`src/rtl/mixcolumns_engine_if.sv`:
```
// Block handshake bundle for mixcolumns_engine: input block channel, result
// channel, clock enable and busy status.
interface mixcolumns_engine_if;
    logic         en;
    logic [127:0] din;
    logic         mode;
    logic         in_valid;
    logic         in_ready;
    logic [127:0] dout;
    logic         out_valid;
    logic         out_ready;
    logic         busy;

    modport master (
        output en, din, mode, in_valid, out_ready,
        input  in_ready, dout, out_valid, busy
    );

    modport slave (
        input  en, din, mode, in_valid, out_ready,
        output in_ready, dout, out_valid, busy
    );
endinterface

```
`src/rtl/mixcolumns_engine.sv`:
```
// AES (Inv)MixColumns engine: accepts a 128-bit state, transforms LANES
// columns per enabled cycle and holds the result until consumed.
module mixcolumns_engine #(
    parameter int LANES = 1
) (
    input  logic               clock,
    input  logic               reset,
    mixcolumns_engine_if.slave bus
);

    generate
        if (!(LANES == 1 || LANES == 2 || LANES == 4)) begin : g_bad_lanes
            $error("mixcolumns_engine: LANES must be 1, 2 or 4");
        end
    endgenerate

    typedef enum logic [1:0] {
        IDLE = 2'd0,
        BUSY = 2'd1,
        DONE = 2'd2
    } state_t;

    state_t                  state_r;
    logic [2:0]              col_r;
    logic [0:3][31:0]        din_r;
    logic [0:3][31:0]        dout_r;
    logic                    mode_r;
    logic                    in_ready_r;
    logic                    out_valid_r;
    logic                    busy_r;
    logic [LANES-1:0][31:0]  mix_s;

    function automatic logic [7:0] xtime(input logic [7:0] b);
        return {b[6:0], 1'b0} ^ (b[7] ? 8'h1b : 8'h00);
    endfunction

    // Coefficients never exceed 4 bits, so three doublings cover every term.
    function automatic logic [7:0] gmul(input logic [7:0] b, input logic [3:0] k);
        logic [7:0] x2;
        logic [7:0] x4;
        logic [7:0] x8;
        x2 = xtime(b);
        x4 = xtime(x2);
        x8 = xtime(x4);
        return ({8{k[0]}} & b) ^ ({8{k[1]}} & x2) ^ ({8{k[2]}} & x4) ^ ({8{k[3]}} & x8);
    endfunction

    function automatic logic [31:0] mix_col(input logic [31:0] col, input logic inv);
        logic [3:0]  k [4];
        logic [7:0]  acc;
        logic [31:0] res;
        if (inv) begin
            k = '{4'he, 4'hb, 4'hd, 4'h9};
        end else begin
            k = '{4'h2, 4'h3, 4'h1, 4'h1};
        end
        res = 32'h0;
        for (int r = 0; r < 4; r++) begin
            acc = 8'h00;
            for (int j = 0; j < 4; j++) begin
                acc = acc ^ gmul(col[31-8*j -: 8], k[2'(j - r)]);
            end
            res[31-8*r -: 8] = acc;
        end
        return res;
    endfunction

    // Transform the LANES columns addressed by the column counter.
    always_comb begin
        mix_s = '0;
        for (int l = 0; l < LANES; l++) begin
            mix_s[l] = mix_col(din_r[col_r[1:0] + 2'(l)], mode_r);
        end
    end

    // Control FSM with registered handshake outputs and result columns.
    always_ff @(posedge clock or posedge reset) begin
        if (reset) begin
            state_r     <= IDLE;
            col_r       <= 3'd0;
            din_r       <= '0;
            dout_r      <= '0;
            mode_r      <= 1'b0;
            in_ready_r  <= 1'b1;
            out_valid_r <= 1'b0;
            busy_r      <= 1'b0;
        end else if (bus.en) begin
            case (state_r)
                IDLE: begin
                    if (bus.in_valid) begin
                        din_r      <= bus.din;
                        mode_r     <= bus.mode;
                        col_r      <= 3'd0;
                        state_r    <= BUSY;
                        in_ready_r <= 1'b0;
                        busy_r     <= 1'b1;
                    end
                end
                BUSY: begin
                    for (int l = 0; l < LANES; l++) begin
                        dout_r[col_r[1:0] + 2'(l)] <= mix_s[l];
                    end
                    col_r <= col_r + 3'(LANES);
                    if (col_r + 3'(LANES) == 3'd4) begin
                        state_r     <= DONE;
                        out_valid_r <= 1'b1;
                    end
                end
                DONE: begin
                    // Consumption returns to IDLE only; a new block waits a cycle.
                    if (bus.out_ready) begin
                        state_r     <= IDLE;
                        out_valid_r <= 1'b0;
                        busy_r      <= 1'b0;
                        in_ready_r  <= 1'b1;
                    end
                end
                default: begin
                    state_r     <= IDLE;
                    col_r       <= 3'd0;
                    in_ready_r  <= 1'b1;
                    out_valid_r <= 1'b0;
                    busy_r      <= 1'b0;
                end
            endcase
        end
    end

    assign bus.dout      = dout_r;
    assign bus.in_ready  = in_ready_r;
    assign bus.out_valid = out_valid_r;
    assign bus.busy      = busy_r;

endmodule

```
`src/flat_wrapper.sv`:
```
// flat-port wrapper written by rule: the top's interface ports become plain ports
module mixcolumns_engine_flat 
#(
    parameter int LANES = 1
)
  (clock, reset, bus_en, bus_din, bus_mode, bus_in_valid, bus_out_ready, bus_in_ready, bus_dout, bus_out_valid, bus_busy);
  mixcolumns_engine_if bus_i ();
  input  logic clock;
  input  logic reset;
  input wire logic [$bits(bus_i.en)-1:0] bus_en;
  input wire logic [$bits(bus_i.din)-1:0] bus_din;
  input wire logic [$bits(bus_i.mode)-1:0] bus_mode;
  input wire logic [$bits(bus_i.in_valid)-1:0] bus_in_valid;
  input wire logic [$bits(bus_i.out_ready)-1:0] bus_out_ready;
  output wire logic [$bits(bus_i.in_ready)-1:0] bus_in_ready;
  output wire logic [$bits(bus_i.dout)-1:0] bus_dout;
  output wire logic [$bits(bus_i.out_valid)-1:0] bus_out_valid;
  output wire logic [$bits(bus_i.busy)-1:0] bus_busy;
  assign bus_i.en = bus_en;
  assign bus_i.din = bus_din;
  assign bus_i.mode = bus_mode;
  assign bus_i.in_valid = bus_in_valid;
  assign bus_i.out_ready = bus_out_ready;
  assign bus_in_ready = bus_i.in_ready;
  assign bus_dout = bus_i.dout;
  assign bus_out_valid = bus_i.out_valid;
  assign bus_busy = bus_i.busy;
  mixcolumns_engine #(.LANES(LANES)) u_core (.clock(clock), .reset(reset), .bus(bus_i));
endmodule
```
`config.mk`:
```
export PLATFORM = sky130hd
export DESIGN_NAME = mixcolumns_engine_flat
export DESIGN_NICKNAME = d
export VERILOG_FILES = /design/src/rtl/mixcolumns_engine_if.sv /design/src/rtl/mixcolumns_engine.sv /design/src/flat_wrapper.sv
export SDC_FILE = /design/constraint.sdc
export NUM_CORES = 1
export LEC_CHECK = 0
export CORE_MARGIN = 8
export CORE_UTILIZATION = 45
export DETAILED_ROUTE_END_ITERATION = 16
export GPL_TIMING_DRIVEN = 0
export PLACE_DENSITY_LB_ADDON = 0.3
export REMOVE_ABC_BUFFERS = 1
export SLEW_MARGIN = 5
export SYNTH_ARGS = -nofsm -noshare
export SYNTH_HDL_FRONTEND = slang
export SYNTH_SLANG_ARGS = --single-unit
```
`constraint.sdc`:
```
create_clock -name clock -period 30.2 [get_ports clock]
set_input_delay 9.06 -clock clock [delete_from_list [all_inputs] [get_ports clock]]
set_output_delay 9.06 -clock clock [all_outputs]
set_load 0.05 [all_outputs]
```
==> impl_summary.txt <==
----------------------------------------------------
[Die]
  Area of the core ... 27000 sq um
  I/O pin count ... 265
  Number of rows created at floorplan ... 60
  DIE WIDTH ... 182 um
  Vertical extent of the die ... 182 um
  Die area ... 33100 sq um
  Initial core utilization ... 45.9%

[Layout]
  Area added between synthesis and finish ... 32.3%
  Fraction of layout instances using a drive strength above 1 ... 18.7%
  Filler instances ... 2201
  Number of non-filler instances in the completed layout ... 1597
  Final Net Count ... 1375

[Timing]
  Count of endpoints failing hold in the final timing report ... 0
  Final period util ... 37.0%
  Hold slack ... 0.477 ns
  Shortest period the worst path allows ... 11.16 ns
  Timing-limited maximum frequency ... 89.6 MHz
  Final count of pins violating max slew ... 0
  Setup total negative slack ... 0 ns
  Setup Skew ... 0.00871 ns
  Relative slew margins ... 52.0%
  Pin slew with the least headroom to its limit ... 0.721 ns
  Setup repair after global routing missed its margin ... no
  Final setup fails ... 0

[Route]
  Remaining design rule violation count ... 0
  Initial detailed-routing violation count ... 571
  Routed length per placed instance ... 19.3 um
  Routed vias ... 8141
  Pre-antenna DRT Iters ... 4
  Final Routed Wirelength ... 30800 um
  Number of nets with antenna violations after routing ... 0
  Vias per Instance ... 5.10

[Yosys]
  Most frequently used flop master after synthesis ... sky130_fd_sc_hd__dfrtp_1
  Synthesized area per cell ... 12.5 sq um
  Total standard cell area after synthesis ... 12400 sq um
  Post-synthesis cell type with the largest combined area ... sky130_fd_sc_hd__dfrtp_1
  Post-synthesis sequential area ratio ... 53.5%
  Synth cell count leaders ... 264 x sky130_fd_sc_hd__dfrtp_1, 180 x sky130_fd_sc_hd__nand2_1, 129 x sky130_fd_sc_hd__mux2_2
  Number of standard cells after synthesis ... 991
  Syn. warnings ... 0
  Area contributors post-synth ... sky130_fd_sc_hd__dfrtp_1 53%, sky130_fd_sc_hd__mux2_2 12%, sky130_fd_sc_hd__mux4_2 5.8%
  Area share of the leading cell type in the synthesized netlist ... 53.3%
  Most frequently used cell type in the post-synthesis netlist ... sky130_fd_sc_hd__dfrtp_1
  Async set-or-reset flop fraction in the synthesized netlist ... 100%
  Synth cell types ... 33
  Number of enable-type register cells in the synthesized netlist ... 0
  Register bit count reported by yosys ... 265

[Clock network]
  CTS Hold Buffers Added ... 0
  Clock Tree Buf Depth ... 3
  TritonCTS Sinks ... 265
  Buffer type at the clock tree root ... sky130_fd_sc_hd__clkbuf_16
  TritonCTS clock tree ... done
  Post-CTS clock slew at the launch and capture registers of the worst setup and hold paths ... 0.06 ns
  Number of buffers added by the clock tree synthesis step ... 28
  Post-CTS sizing ... 0
  Count of buffers added by post-CTS timing repair for setup ... 0
  Insertion delay of the later-clocked pin in the worst-skew pair ... 0.53 ns
  CTS H-Tree Depth ... 1

[Placement]
  Buffers on Ports ... 264
  HPWL reported at the end of detailed placement ... 23200 um
  RePlAce Congestion ... 0.757
  Placed cell count ... 1547

[Worst setup path]
  Endpoint of the worst-slack reg-to-reg timing path ... u_core.bus.dout[84]
  Critical path's most frequent cell ... sky130_fd_sc_hd__buf_12
  Capturing element type of the critical path ... flop
  CP Data Required Time ... 30.61 ns
  Cells on worst reg2reg path ... 7
  Highest fanout seen on the critical path ... 30
  Setup slack of the worst register-to-register path ... 26.66 ns
  Critical register-to-register path startpoint ... u_core.col_r[1]
  Sequence of cells on the critical path ... clkdlybuf4s50_1, nor2b_1, nand2_1, nor2_4, buf_12, buf_12, buf_12, mux2_2
  Path type of the worst setup path ... primary input to flop
  Standard cell with the maximum stage delay on the critical path ... sky130_fd_sc_hd__clkdlybuf4s50_1
  Crit start category ... primary input
  Worst stage delay on the critical path ... 0.58 ns
  Arrival time at the worst endpoint ... 11.57 ns

[Hold path]
  Hold Crit Start ... u_core.bus.dout[50]
  Worst hold path depth ... 2
  Class of the tightest hold or removal check ... flop to flop
  WHS Endpoint ... u_core.bus.dout[50]

[Global route]
  Pin count of the biggest net entering global routing ... 123
  Remaining global-route overflow ... 0
  Global-route wire length before repair ... 49300 um
  Antenna violations before repair ... 3
  All-layer global routing usage ... 18.5%
  Number of global-route vias before repair ... 8695

[Run]
  Max-Cap Viols ... 0

[Outcome]
  Outcome ... completed

----------------------------------------------------
-- worst max-delay path by stage --
stage                     startpoint          endpoint  slack, ns  cells after the start
final                         bus_en   u_core.din_r[2]      19.04                      8
after global routing          bus_en   u_core.din_r[8]      18.88                      8
after CTS                     bus_en   u_core.din_r[2]      19.06                      8
after detailed placement      bus_en  u_core.din_r[56]      18.51                      8
after global placement         reset  u_core.din_r[23]      10.64                      2
after floorplan                reset   u_core.bus.busy      13.84                      1
-- layout by cell type, fill, tap and decap left out, types with 2 or more instances in the layout --
cell and n:
sky130_fd_sc_hd__o21ai_0 85, sky130_fd_sc_hd__nor2b_1 6, sky130_fd_sc_hd__buf_12 9, sky130_fd_sc_hd__xor3_1 7, sky130_fd_sc_hd__dfrtp_1 261, sky130_fd_sc_hd__clkbuf_8 6
sky130_fd_sc_hd__bufinv_16 2, sky130_fd_sc_hd__xor2_1 42, sky130_fd_sc_hd__xnor2_1 78, sky130_fd_sc_hd__clkbuf_16 29, sky130_fd_sc_hd__inv_1 5, sky130_fd_sc_hd__a22o_1 3
sky130_fd_sc_hd__nand2_2 4, sky130_fd_sc_hd__nand2b_1 3, sky130_fd_sc_hd__buf_16 4, sky130_fd_sc_hd__xor2_2 5, sky130_fd_sc_hd__mux2_2 129, sky130_fd_sc_hd__clkbuf_1 7
sky130_fd_sc_hd__clkinv_2 3, sky130_fd_sc_hd__mux2i_1 4, sky130_fd_sc_hd__dfrtp_2 3, sky130_fd_sc_hd__xnor3_1 13, sky130_fd_sc_hd__clkdlybuf4s50_1 264, sky130_fd_sc_hd__a21oi_1 6
sky130_fd_sc_hd__nand2_1 176, sky130_fd_sc_hd__ha_1 5, sky130_fd_sc_hd__mux4_2 32, sky130_fd_sc_hd__o21ai_1 51
-- final cells by class --
type / count / area, sq um / area share [%]
flip-flops and latches: 265 / 6640 / 40.4
repair buffers: 277 / 2930 / 17.9
clock buffers: 42 / 835 / 5.09
well taps: 341 / 427 / 2.60
inverters: 6 / 30.0 / 0.183
diodes: 1 / 2.50 / 0.0153
multi-input cells: 658 / 5450 / 33.2
clock inverters: 7 / 91.3 / 0.557
-- registers in the layout, summed over array words and instances, names as in the netlist --
name	count
u_core.din_r	128
u_core.col_r	3
u_core.state_r	2
u_core.bus.in_ready	1
u_core.bus.dout	128
u_core.mode_r	1
u_core.bus.busy	1
u_core.bus.out_valid	1
-- per-layer routing --
metal	vias up	track usage, %	share of wire [%]	routed length, um
met5	-	0	0.088	27
met4	4	3.71	1.2	369
met3	35	5.05	7.5	2300
met2	232	29.8	47	14400
met1	4000	24.8	44	13700
li1	3870	-	-	-
-- metrics by stage --
| step | area [sq um] | setup slack [ns] | util, % |
|---|---|---|---|
| 2_1_floorplan | 12100 | 13.84 | - |
| 3_3_place_gp | 15200 | 10.64 | 56.1 |
| 3_5_place_dp | 15500 | 18.51 | 57.3 |
| 4_1_cts | 16400 | 19.06 | 60.7 |
| 5_1_grt | 16400 | 18.88 | 60.7 |
| 6_report | 16400 | 19.04 | 60.7 |
-- kinds of logic after synthesis --
logic type | synth area share, %
adder cells (fa/ha/maj) | 0.504
flip-flops | 53.5
AND/OR/NAND/NOR | 6.12
buffers and inverters | 2.67
XOR/XNOR | 13.1
multiplexers | 18.0
AO/OA/AOI/OAI | 6.12
-- critical path, delay by kind of cell --
| family | cells | cell delay [ns] |
|---|---|---|
| buffers and inverters | 4 | 1.28 |
| multiplexers | 1 | 0.36 |
| AND/OR/NAND/NOR | 3 | 0.83 |
Power is left out: the tool's default activity adds up to more than one toggle a clock period on the data nets, which glitch-free logic cannot reach.
